File: src/rtl/seven_seg_pkg.sv
// Shared segment encodings, slot geometry and leading-zero helper for the
// multiplexed seven-segment scanner.
package seven_seg_pkg;

    // Active-low cathode patterns, bit 6 = a ... bit 0 = g
    localparam logic [6:0] SEG_0     = 7'b0000001;
    localparam logic [6:0] SEG_1     = 7'b1001111;
    localparam logic [6:0] SEG_2     = 7'b0010010;
    localparam logic [6:0] SEG_3     = 7'b0000110;
    localparam logic [6:0] SEG_4     = 7'b1001100;
    localparam logic [6:0] SEG_5     = 7'b0100100;
    localparam logic [6:0] SEG_6     = 7'b0100000;
    localparam logic [6:0] SEG_7     = 7'b0001111;
    localparam logic [6:0] SEG_8     = 7'b0000000;
    localparam logic [6:0] SEG_9     = 7'b0000100;
    localparam logic [6:0] SEG_A     = 7'b0001000;
    localparam logic [6:0] SEG_B     = 7'b1100000;
    localparam logic [6:0] SEG_C     = 7'b0110001;
    localparam logic [6:0] SEG_D     = 7'b1000010;
    localparam logic [6:0] SEG_E     = 7'b0110000;
    localparam logic [6:0] SEG_F     = 7'b0111000;
    localparam logic [6:0] SEG_BLANK = 7'h7F;

    localparam int unsigned SLOT_SUBTICKS = 16;
    localparam int unsigned MAX_DIGITS    = 8;

    // Bit k set when digit k (k >= 1) and everything above it is a zero
    // nibble with no decimal point; digit 0 is never flagged.
    function automatic logic [MAX_DIGITS-1:0] lz_mask(
        input logic [4*MAX_DIGITS-1:0] digits,
        input logic [MAX_DIGITS-1:0]   dps,
        input int unsigned             n
    );
        logic [MAX_DIGITS-1:0] mask;
        logic                  all_zero;
        logic [3:0]            nib;
        logic [2:0]            k3;
        int unsigned           k;
        mask     = '0;
        all_zero = 1'b1;
        for (int unsigned i = 0; i < MAX_DIGITS; i++) begin
            k  = MAX_DIGITS - 1 - i;
            k3 = 3'(k);
            if (k < n) begin
                nib      = 4'(digits >> (4 * k));
                all_zero = all_zero & (nib == 4'h0) & ~dps[k3];
                if (k != 0) begin
                    mask[k3] = all_zero;
                end
            end
        end
        return mask;
    endfunction

endpackage

File: src/rtl/seven_seg_decoder.sv
// Combinational nibble to active-low seven-segment pattern.
module seven_seg_decoder
    import seven_seg_pkg::*;
(
    input  logic [3:0] nibble,
    input  logic       hex_mode,
    output logic [6:0] seg
);

    // Decimal digits always decode; 10..15 only in hex mode, else dark
    always_comb begin
        seg = SEG_BLANK;
        case (nibble)
            4'h0: seg = SEG_0;
            4'h1: seg = SEG_1;
            4'h2: seg = SEG_2;
            4'h3: seg = SEG_3;
            4'h4: seg = SEG_4;
            4'h5: seg = SEG_5;
            4'h6: seg = SEG_6;
            4'h7: seg = SEG_7;
            4'h8: seg = SEG_8;
            4'h9: seg = SEG_9;
            4'hA: seg = hex_mode ? SEG_A : SEG_BLANK;
            4'hB: seg = hex_mode ? SEG_B : SEG_BLANK;
            4'hC: seg = hex_mode ? SEG_C : SEG_BLANK;
            4'hD: seg = hex_mode ? SEG_D : SEG_BLANK;
            4'hE: seg = hex_mode ? SEG_E : SEG_BLANK;
            4'hF: seg = hex_mode ? SEG_F : SEG_BLANK;
            default: seg = SEG_BLANK;
        endcase
    end

endmodule

File: src/rtl/seven_segment_scan_n.sv
// N-digit multiplexed common-anode scanner with double-buffered loading,
// 16-level PWM, sub-tick-0 ghost blanking and leading-zero suppression.
module seven_segment_scan_n
    import seven_seg_pkg::*;
#(
    parameter int unsigned NUM_DIGITS = 4,
    parameter int unsigned TICK_BITS  = 14
) (
    input  logic                    clk,
    input  logic                    rst_n,
    input  logic [4*NUM_DIGITS-1:0] digits_in,
    input  logic [NUM_DIGITS-1:0]   dp_in,
    input  logic                    update_valid,
    output logic                    update_ready,
    input  logic [3:0]              brightness,
    input  logic                    hex_mode,
    input  logic                    blank_lz,
    input  logic                    enable,
    output logic [6:0]              a_to_g,
    output logic                    dp_n,
    output logic [NUM_DIGITS-1:0]   anode,
    output logic                    frame_start
);

    localparam int unsigned IDX_W = $clog2(NUM_DIGITS);

    logic [TICK_BITS-1:0]    presc_q, presc_d;
    logic [3:0]              sub_q, sub_d;
    logic [IDX_W-1:0]        idx_q, idx_d;
    logic [4*NUM_DIGITS-1:0] act_dig_q, act_dig_d, pend_dig_q, pend_dig_d;
    logic [NUM_DIGITS-1:0]   act_dp_q, act_dp_d, pend_dp_q, pend_dp_d;
    logic                    pend_full_q, pend_full_d;
    logic [6:0]              seg_q, seg_d;
    logic                    dp_n_q, dp_n_d;
    logic [NUM_DIGITS-1:0]   anode_q, anode_d;
    logic                    frame_q, frame_d;

    logic                    tick;
    logic                    boundary;
    logic [3:0]              nib;
    logic                    cur_dp;
    logic                    cur_blank;
    logic [MAX_DIGITS-1:0]   lz;
    logic [6:0]              dec_seg;

    seven_seg_decoder u_dec (
        .nibble   (nib),
        .hex_mode (hex_mode),
        .seg      (dec_seg)
    );

    // Timebase: prescaler -> sub-tick -> digit index, plus frame boundary
    always_comb begin
        presc_d  = presc_q + 1'b1;
        tick     = (presc_q == '1);
        sub_d    = sub_q;
        idx_d    = idx_q;
        boundary = 1'b0;
        if (tick) begin
            sub_d = sub_q + 1'b1;
            if (sub_q == 4'(SLOT_SUBTICKS - 1)) begin
                boundary = 1'b1;
                idx_d    = (idx_q == IDX_W'(NUM_DIGITS - 1)) ? '0 : idx_q + 1'b1;
            end
        end
        frame_d = boundary && (idx_d == '0);
    end

    // Double buffer: swap on the frame boundary so digit 0 of the new frame
    // already decodes from the freshly promoted data (no torn frame)
    always_comb begin
        act_dig_d   = act_dig_q;
        act_dp_d    = act_dp_q;
        pend_dig_d  = pend_dig_q;
        pend_dp_d   = pend_dp_q;
        pend_full_d = pend_full_q;
        if (frame_d && pend_full_q) begin
            act_dig_d   = pend_dig_q;
            act_dp_d    = pend_dp_q;
            pend_full_d = 1'b0;
        end
        if (update_valid && !pend_full_q) begin
            pend_dig_d  = digits_in;
            pend_dp_d   = dp_in;
            pend_full_d = 1'b1;
        end
    end

    // Output staging: segments reload only at slot boundaries, anodes per sub-tick
    always_comb begin
        lz        = lz_mask(32'(act_dig_d), 8'(act_dp_d), NUM_DIGITS);
        nib       = 4'(act_dig_d >> {idx_d, 2'b00});
        cur_dp    = 1'(act_dp_d >> idx_d);
        cur_blank = blank_lz & 1'(lz >> idx_d);
        seg_d     = seg_q;
        dp_n_d    = dp_n_q;
        anode_d   = anode_q;
        if (boundary) begin
            seg_d  = cur_blank ? SEG_BLANK : dec_seg;
            dp_n_d = ~cur_dp;
        end
        if (tick) begin
            anode_d = '1;
            if (enable && (sub_d != 4'd0) && (sub_d <= brightness)) begin
                anode_d = ~(NUM_DIGITS'(1) << idx_d);
            end
        end
    end

    // State and output registers
    always_ff @(posedge clk or negedge rst_n) begin
        if (!rst_n) begin
            presc_q     <= '0;
            sub_q       <= '0;
            idx_q       <= '0;
            act_dig_q   <= '0;
            act_dp_q    <= '0;
            pend_dig_q  <= '0;
            pend_dp_q   <= '0;
            pend_full_q <= 1'b0;
            seg_q       <= SEG_BLANK;
            dp_n_q      <= 1'b1;
            anode_q     <= '1;
            frame_q     <= 1'b0;
        end else begin
            presc_q     <= presc_d;
            sub_q       <= sub_d;
            idx_q       <= idx_d;
            act_dig_q   <= act_dig_d;
            act_dp_q    <= act_dp_d;
            pend_dig_q  <= pend_dig_d;
            pend_dp_q   <= pend_dp_d;
            pend_full_q <= pend_full_d;
            seg_q       <= seg_d;
            dp_n_q      <= dp_n_d;
            anode_q     <= anode_d;
            frame_q     <= frame_d;
        end
    end

    assign update_ready = ~pend_full_q;
    assign a_to_g       = seg_q;
    assign dp_n         = dp_n_q;
    assign anode        = anode_q;
    assign frame_start  = frame_q;

endmodule

File: config.mk
export PLATFORM = sky130hd
export DESIGN_NAME = seven_segment_scan_n
export DESIGN_NICKNAME = d
export VERILOG_FILES = /design/src/rtl/seven_seg_pkg.sv /design/src/rtl/seven_seg_decoder.sv /design/src/rtl/seven_segment_scan_n.sv
export SDC_FILE = /design/constraint.sdc
export NUM_CORES = 1
export LEC_CHECK = 0
export CAP_MARGIN = 20
export CORE_ASPECT_RATIO = 1.4
export CORE_MARGIN = 3
export CORE_UTILIZATION = 35
export DETAILED_ROUTE_END_ITERATION = 8
export PLACE_DENSITY = 0.57
export SYNTH_ARGS = -nofsm -noshare
export SYNTH_HDL_FRONTEND = slang
export SYNTH_SLANG_ARGS = --single-unit
File: constraint.sdc
create_clock -name clk -period 5.35 [get_ports clk]
set_clock_uncertainty 0.2 [all_clocks]
set_input_delay 1.07 -clock clk [delete_from_list [all_inputs] [get_ports clk]]
set_output_delay 1.07 -clock clk [all_outputs]
set_load 0.03 [all_outputs]
==> flow_summary.ini, run 1 <==
[logic_synthesis]
synth_edf_count = 0
synth_cell_types = 49
synth.net_count = 363
yosysWarnings = 0
synth_ff_type = dfrtp_1
synth-seq-cells = 74
post_synth.cell_area_avg_um2 = 11.4
yosysSeqAreaShare = 0.504
netlist_instances = 326
synthArstFlopShare = 1.00
syn_area_mm2 = 0.00370

[drt]
avgViaCountPerCell = 5.18
ant_nets = 0
finalWirelength_um = 7930
drc = 0
drt-pass1-iter-count = 4
drt-initial-drc-count = 117
vias = 2635
wl_per_cell_um = 15.6

[clock_tree]
ctsHoldBuffers = 0
cts_buffers = 9
clock_latency_ps = 340
cts_sinks = 74
cts_max_level = 3
cts_buffer_depth = 2
postCtsSetupBuffers = 0
cts-resized-gates = 0
clkTransAtPathRegs_ps = 60
cts-root-buf = clkbuf_16
cts_tree = yes

[sta]
worst_slack_ps = 1740
worstMarginPinSlew_ps = 967
tns_ps = 0
slew_violations = 0
setup_violations = 0
min_period_ps = 3610
final.period_utilization = 0.675
relSlewSlack = 0.352
rsz0062_at_grt = no
clock.fmax_mhz = 277
hold_viol_final = 0
whs_ps = 250

[floorplan]
row_count = 43
start_util = 0.366
die_w_um = 92.9
dieArea_mm2 = 0.0119
ios = 44
die_h_um = 128
core_area_mm2 = 0.0101

[worst_setup_path]
critPathLaunchType = flip-flop
arrival_ps = 3690
path_class = reg -> reg
path_max_fanout = 14
critPathRequiredTime_ps = 5420
critical_path.endpoint_type = flip-flop

[placement]
gp_congestion = 0.775
place_area_mm2 = 0.00423
post-place-ws_ps = 1750
dp_hpwl_um = 5940
port_buffers = 43

[cells_and_area]
multi_input_area_mm2 = 0.00171
finalInstanceArea_mm2 = 0.00454
seqCellArea_mm2 = 0.00187
fin_nets = 406
fin_util = 0.449
final_cell_mix = dfrtp_1, mux2_2, clkdlybuf4s50_1
nFillCells = 1000
drive_gt1_frac = 0.230
final_common_cell = dfrtp_1
synthToLayoutAreaGrowth_pct = 22.6
num_antenna_cells = 0

[global_route]
grt_pass1_vias = 2647
grt_use_total = 0.143
grt_overflow = 0
antenna_found_initial = 0
grt_pass1_wl_um = 13200
grt_max_degree = 48

[pwr]
power_density_mw_per_mm2 = 277
peakVddDrop_v = 0.000150
p_leak_uw = 0.00202

[min_path]
hp-class = reg -> reg

[outcome]
status = completed

[job]
max_cap_violations = 0
cells by family (layout without fill, tap and decap cells):
kind of cell               Yosys count  after routing  synth area share
adders and majority gates            7              7            0.0237
muxes                               49             49             0.150
and+or+nand+nor                    103            103             0.148
xor gates and xnor gates            16             16            0.0379
buffers and inverters               24             72            0.0338
DFF                                 74             74             0.504
AOI/OAI and AO/OA                   53             53             0.102
sequential cells by signal (all words and copies together), names as in the netlist, 2 cells and up:
name and count:
a_to_g 7, pend_dp_q 4, sub_q 4, idx_q 2
act_dp_q 4, anode 4, presc_q 14, pend_dig_q 16
act_dig_q 16
synth_stat cells (2+ instances only):
cell / count / share of area
ha_1: 7 / 0.024
mux2_2: 43 / 0.13
o21ai_0: 7 / 0.0095
mux2i_1: 5 / 0.014
clkbuf_1: 3 / 0.0030
a21oi_1: 12 / 0.016
o211ai_1: 4 / 0.0081
nor2_1: 27 / 0.027
o22a_1: 4 / 0.0095
a31oi_1: 3 / 0.0051
nand2b_1: 5 / 0.0085
dfrtp_1: 62 / 0.42
inv_1: 10 / 0.010
and2_1: 3 / 0.0051
nor3_1: 11 / 0.015
buf_1: 3 / 0.0030
or4_1: 4 / 0.0081
dfstp_2: 12 / 0.085
nand4_2: 2 / 0.0068
nand3_1: 9 / 0.012
xnor2_1: 12 / 0.028
o22ai_1: 3 / 0.0051
nand4_1: 8 / 0.014
xor2_1: 4 / 0.0095
buf_2: 4 / 0.0054
nor2b_1: 3 / 0.0051
nor4_1: 3 / 0.0051
buf_6: 4 / 0.012
a2bb2oi_1: 4 / 0.0095
and3_1: 7 / 0.012
nand2_1: 16 / 0.016
a211oi_1: 5 / 0.010
worst max-delay path, stage by stage, from the launching register on:
cell,delay [ps]
dfrtp_1,450
nand4_2,180
or4_1,770
mux2i_4,540
mux2i_1,330
o22a_1,390
and2_4,250
nor2_1,60
a22o_1,260
a21oi_2,120
metrics by stage:
stage          instances  power (µW)
2_1_floorplan        326         615
6_report             509        1260
5_1_grt              509        1310
4_1_cts              509        1280
3_5_place_dp         493         658
3_3_place_gp         493         657
path summary, 6_finish.rpt:
check                                     start                   endpoint  slack, ps  depth (start not counted)
setup / recovery           presc_q[4]$_DFF_PN0_      a_to_g[2]$_DFFE_PN1N_       1740                          9
hold / removal             presc_q[0]$_DFF_PN0_       presc_q[0]$_DFF_PN0_        250                          1
setup reg to reg           presc_q[4]$_DFF_PN0_      a_to_g[2]$_DFFE_PN1N_       1740                          9
hold reg to reg            presc_q[0]$_DFF_PN0_       presc_q[0]$_DFF_PN0_        250                          1
max in group asynchronous                 rst_n       presc_q[5]$_DFF_PN0_       3370                          2
min in group asynchronous                 rst_n  pend_dig_q[6]$_DFFE_PN0P_        550                          1
area by class of cell:
class,instances,share of cell area
sequential,74,0.411
multi-input combinational,228,0.377
timing repair buffer,46,0.0987
clock buffer,11,0.0557
tap,135,0.0372
clock inverter,5,0.0116
inverter,10,0.00827
power by group:
group	total, µW	switching [µW]	internal (µW)
Clock	611	227	384
Sequential	591	13.0	578
Combinational	54.3	20.5	33.8
Total	1260	261	995
metal layers:
layer,vias to the layer above,part of all wire,track usage
met3,11,0.030,0.0317
li1,1276,-,-
met1,1313,0.42,0.168
met2,35,0.52,0.248
met4,0,0.025,0.0673
met5,-,0,0
Power figures use the tool's default switching activity.
==> run 2, diff against run 1 <==
==> constraint.sdc (replaced) <==
create_clock -name clk -period 3.79 [get_ports clk]
set_clock_uncertainty 0.2 [all_clocks]
set_input_delay 0.758 -clock clk [delete_from_list [all_inputs] [get_ports clk]]
set_output_delay 0.758 -clock clk [all_outputs]
set_load 0.03 [all_outputs]
==> run 2 against run 1 <==
Effect of this change: non-clock buffer count increased by 3; maximum frequency increased by 1.7%; worst hold slack improved by 3.4 ps; cell count increased by 0.59%; sequential share of layout area decreased by 0.37 points; critical path type unchanged; combinational power increased by 44%; critical path depth unchanged; setup slack got worse by 1500 ps; largest power group unchanged; clock-buffer cell count decreased by 1; utilization increased by 0.41 points; sequential power increased by 41%.
==> flow_summary.ini, run 2 (same netlist as run 1, synthesis figures left out) <==
[outcome]
status = completed

[clock_tree]
cts_tree = yes
cts-root-buf = clkbuf_16
cts_max_level = 3
ctsHoldBuffers = 0
cts_buffer_depth = 2
clock_latency_ps = 330
cts_buffers = 9
postCtsSetupBuffers = 0
cts-resized-gates = 0
clkTransAtPathRegs_ps = 50
cts_sinks = 74

[min_path]
hp-class = reg -> reg

[global_route]
grt_pass1_wl_um = 13200
grt_overflow = 0
grt_use_total = 0.142
grt_max_degree = 42
grt_pass1_vias = 2703
antenna_found_initial = 0

[cells_and_area]
num_antenna_cells = 0
finalInstanceArea_mm2 = 0.00458
drive_gt1_frac = 0.233
nFillCells = 987
final_cell_mix = dfrtp_1, mux2_2, clkdlybuf4s50_1
fin_nets = 409
fin_cells = 512
fin_util = 0.453
synthToLayoutAreaGrowth_pct = 23.7
reg_top3 = act_dig_q: 16 flops, pend_dig_q: 16 flops, presc_q: 14 flops
final_common_cell = dfrtp_1

[worst_setup_path]
critPathRequiredTime_ps = 3840
path_max_fanout = 13
arrival_ps = 3600
critPathLaunchType = flip-flop
path_class = reg -> reg
r2r_slack_ps = 240
critical_path.endpoint_type = flip-flop

[floorplan]
die_w_um = 92.9
core_area_mm2 = 0.0101
ios = 44
start_util = 0.366
die_h_um = 128
row_count = 43
dieArea_mm2 = 0.0119

[job]
max_cap_violations = 0

[pwr]
power_density_mw_per_mm2 = 393
peakVddDrop_v = 0.000223
p_leak_uw = 0.00205

[drt]
drc = 0
vias = 2643
drt-initial-drc-count = 143
wl_per_cell_um = 15.5
ant_nets = 0
drt-pass1-iter-count = 4
finalWirelength_um = 7940
avgViaCountPerCell = 5.16

[placement]
place_area_mm2 = 0.00427
gp_congestion = 0.758
port_buffers = 43
post-place-ws_ps = 276
dpl.cell_count = 496
dp_hpwl_um = 5870

[sta]
worstMarginPinSlew_ps = 777
slew_violations = 0
worst_slack_ps = 239
tns_ps = 0
rsz0062_at_grt = no
final.period_utilization = 0.937
setup_violations = 0
clock.fmax_mhz = 282
hold_viol_final = 0
relSlewSlack = 0.482
min_period_ps = 3550
-- run 2: changes by cell type in the layout (fill, tap and decap cells not counted), sizes merged --
cell | previous run | this run
bufinv | 1 | 2
clkbuf | 11 | 10
buf | 4 | 7
-- run 2: final cells by class --
cell class	instances	area, µm²	area share
clock inverters	6	82.6	0.0180
clock buffers	10	229	0.0500
repair buffers	49	483	0.105
multi-input cells	228	1710	0.374
inverters	10	37.5	0.00820
flip-flops and latches	74	1870	0.408
well taps	135	169	0.0369
-- run 2: path summary, 6_finish.rpt --
check / from / end / depth (start not counted)
setup reg to reg: sub_q[0]$_DFF_PN0_ / a_to_g[4]$_DFFE_PN1N_ / 9
hold / removal: presc_q[0]$_DFF_PN0_ / presc_q[0]$_DFF_PN0_ / 1
max in group asynchronous: rst_n / dp_n$_DFFE_PN1N_ / 2
setup / recovery: sub_q[0]$_DFF_PN0_ / a_to_g[4]$_DFFE_PN1N_ / 9
min in group asynchronous: rst_n / act_dig_q[6]$_DFF_PN0_ / 1
hold reg to reg: presc_q[0]$_DFF_PN0_ / presc_q[0]$_DFF_PN0_ / 1
-- run 2: per-layer routing --
layer,GRT usage,share of wire,up-vias,wire length (µm)
met4,0.0716,0.033,0,260
met2,0.237,0.50,50,4000
met5,0,0,-,0
met1,0.169,0.43,1293,3430
met3,0.0341,0.031,18,247
li1,-,-,1282,-
-- run 2: power breakdown --
part / leakage, µW / total [µW] / switching [µW] / internal (µW)
sequential: 0.000940 / 834 / 17.6 / 816
combinational: 0.000953 / 78.1 / 29.0 / 49.1
clock: 0.000152 / 887 / 315 / 572
-- run 2: critical path: stages (launching register included) --
cell and delay (ps):
dfrtp_1 440, ha_1 250, nand4_1 120, or4_1 650, mux2i_4 450, mux2i_1 260
o22a_1 420, o21ai_0 150, a221o_1 320, a21oi_1 190
-- run 2: stage by stage --
stage                     hold slack, ps  power (µW)
after global placement               233         927
final                                253        1800
after global routing                 291        1870
after floorplan                      221         868
after CTS                            251        1820
after detailed placement             242         929
==> run 3, diff against run 2 <==
--- a/config.mk
+++ b/config.mk
@@ -5,6 +5,7 @@
 export SDC_FILE = /design/constraint.sdc
 export NUM_CORES = 1
 export LEC_CHECK = 0
+export ABC_AREA = 1
 export CAP_MARGIN = 20
 export CORE_ASPECT_RATIO = 1.4
 export CORE_MARGIN = 3
==> run 3 against run 2 <==
Effect of this change: sequential power fell by 5.2%; clock power fell by 5.1%; non-clock buffer count fell by 3; sequential cell count did not move; clock-buffer cell count did not move; highest routed layer unchanged.
==> flow_summary.ini, run 3 <==
[drt]
avgViaCountPerCell = 4.64
drt-initial-drc-count = 67
drt-pass1-iter-count = 4
finalWirelength_um = 7840
vias = 2940
ant_nets = 0
drc = 0
wl_per_cell_um = 12.4

[logic_synthesis]
netlist_instances = 439
synth_top_area_cell = dfrtp_1
synth_common_cells = nand2_1, dfrtp_1, inv_1, nor2_1, nand3_1
synth_ff_type = dfrtp_1
synth_cell_types = 44
yosysWarnings = 0
synthArstFlopShare = 1.00
synth_edf_count = 0
post_synth.cell_area_avg_um2 = 8.99
yosysMostFrequentCell = nand2_1
synth.net_count = 476
syn_area_mm2 = 0.00395
synth-seq-cells = 74
netlist.area_leader.share = 0.393
yosysSeqAreaShare = 0.473
netlist_top_cells_area = dfrtp_1, dfstp_2, nand2_1

[sta]
relSlewSlack = 0.385
setup_violations = 0
slew_violations = 0
hold_viol_final = 0
worstMarginPinSlew_ps = 923
rsz0062_at_grt = no
min_period_ps = 3270
tns_ps = 0
final.period_utilization = 0.862
clock.fmax_mhz = 306

[floorplan]
core_area_mm2 = 0.0109
dieArea_mm2 = 0.0126
start_util = 0.362
die_h_um = 132
ios = 44
die_w_um = 95.8
row_count = 45

[global_route]
antenna_found_initial = 0
grt_max_degree = 75
grt_pass1_wl_um = 13600
grt_pass1_vias = 2957
grt_overflow = 0
grt_use_total = 0.138

[cells_and_area]
synthToLayoutAreaGrowth_pct = 22.1
multi_input_area_mm2 = 0.00178
fin_nets = 525
fin_cells = 634
finalInstanceArea_mm2 = 0.00482
reg_top3 = act_dig_q: 16 flops, pend_dig_q: 16 flops, presc_q: 14 flops
seqCellArea_mm2 = 0.00187
final_common_cell = nand2_1
nFillCells = 1064
fin_util = 0.441
drive_gt1_frac = 0.207
final_cell_mix = nand2_1, dfrtp_1, inv_1
num_antenna_cells = 0

[pwr]
power_density_mw_per_mm2 = 349
p_leak_uw = 0.00250
peakVddDrop_v = 0.000293
total_power_uw = 1680

[clock_tree]
cts-root-buf = clkbuf_16
clock_latency_ps = 330
cts_sinks = 74
cts_buffer_depth = 2
postCtsSetupBuffers = 0
cts_tree = yes
cts_buffers = 9
cts_max_level = 3
cts-resized-gates = 0
ctsHoldBuffers = 0
clkTransAtPathRegs_ps = 60

[worst_setup_path]
crit_chain = ha_1 -> nand2_1 -> nor2_4 -> nand2_4 -> nor2_4 -> nand2_2 -> nand2_4 -> nand2_2 -> nor2_8 -> nand3_1 -> nand3_1 -> nand2_1 -> nor2_8 -> nand3_1 -> o211ai_1 -> o21ai_1 -> nand2_1
critPathRequiredTime_ps = 3870
path_class = reg -> reg
critical_path.endpoint_type = flip-flop
cpLargestDelayFamily = simple AND/OR/NAND/NOR gates
arrival_ps = 3340
cpPeakStageDelay_ps = 380
crit_buf_inv = 0
slowest_stage = dfrtp_1
critPathLaunchType = flip-flop
path_max_fanout = 17

[placement]
gp_congestion = 0.867
place_area_mm2 = 0.00452
dpl.cell_count = 618
dp_hpwl_um = 5990
port_buffers = 43

[outcome]
status = completed

[job]
max_cap_violations = 0

[min_path]
hp-class = reg -> reg
==> run 3: logic make-up after synthesis <==
| group | count (synthesis) | share of synthesized area |
|---|---|---|
| simple gates | 219 | 0.300 |
| buf+inv | 77 | 0.0798 |
| flops | 74 | 0.473 |
| compound gates | 33 | 0.0526 |
| xor+xnor | 15 | 0.0333 |
| mux | 14 | 0.0396 |
| fa+ha+maj | 7 | 0.0222 |
==> run 3: per-stage QoR <==
stage,hold slack (ps),setup WS [ps]
floorplan,221,956
global placement,232,412
detailed placement,247,320
CTS,255,311
global route,291,216
finish,260,524
==> run 3: area by class of cell <==
| class | count | share of cell area |
|---|---|---|
| multi-input cells | 288 | 0.368 |
| inverters | 69 | 0.0537 |
| clock inverters | 6 | 0.0138 |
| repair buffers | 46 | 0.0929 |
| flip-flops and latches | 74 | 0.387 |
| well taps | 141 | 0.0366 |
| clock buffers | 10 | 0.0475 |
==> run 3: path summary, 6_finish.rpt <==
| path | startpoint | slack, ps | end | cells after the start |
|---|---|---|---|---|
| max in group asynchronous | rst_n | 2340 | act_dig_q[0]$_DFF_PN0_ | 2 |
| max | presc_q[0]$_DFF_PN0_ | 520 | a_to_g[0]$_DFFE_PN1N_ | 17 |
| min | presc_q[0]$_DFF_PN0_ | 260 | presc_q[0]$_DFF_PN0_ | 1 |
| min in group asynchronous | rst_n | 440 | presc_q[10]$_DFF_PN0_ | 2 |
| max reg2reg | presc_q[0]$_DFF_PN0_ | 520 | a_to_g[0]$_DFFE_PN1N_ | 17 |
| min reg2reg | presc_q[0]$_DFF_PN0_ | 260 | presc_q[0]$_DFF_PN0_ | 1 |
==> run 3: where the power goes <==
group	leakage, µW	internal, µW	switching, µW
Sequential	0.000935	791	0
Combinational	0.00142	28.2	22.0
Clock	0.000147	512	330
==> run 3: worst reg2reg max path: cells and delay by family (launching register included) <==
kind            cells  cell delay, ps
flops               1             380
simple gates       14            2080
fa+ha+maj           1             200
compound gates      2             360
==> run 3: layer usage <==
| layer | up-vias | track usage | wire (µm) |
|---|---|---|---|
| met1 | 1371 | 0.166 | 3460 |
| met2 | 60 | 0.224 | 3840 |
| li1 | 1492 | - | - |
| met5 | - | 0 | 0 |
| met3 | 17 | 0.0412 | 303 |
| met4 | 0 | 0.0585 | 235 |
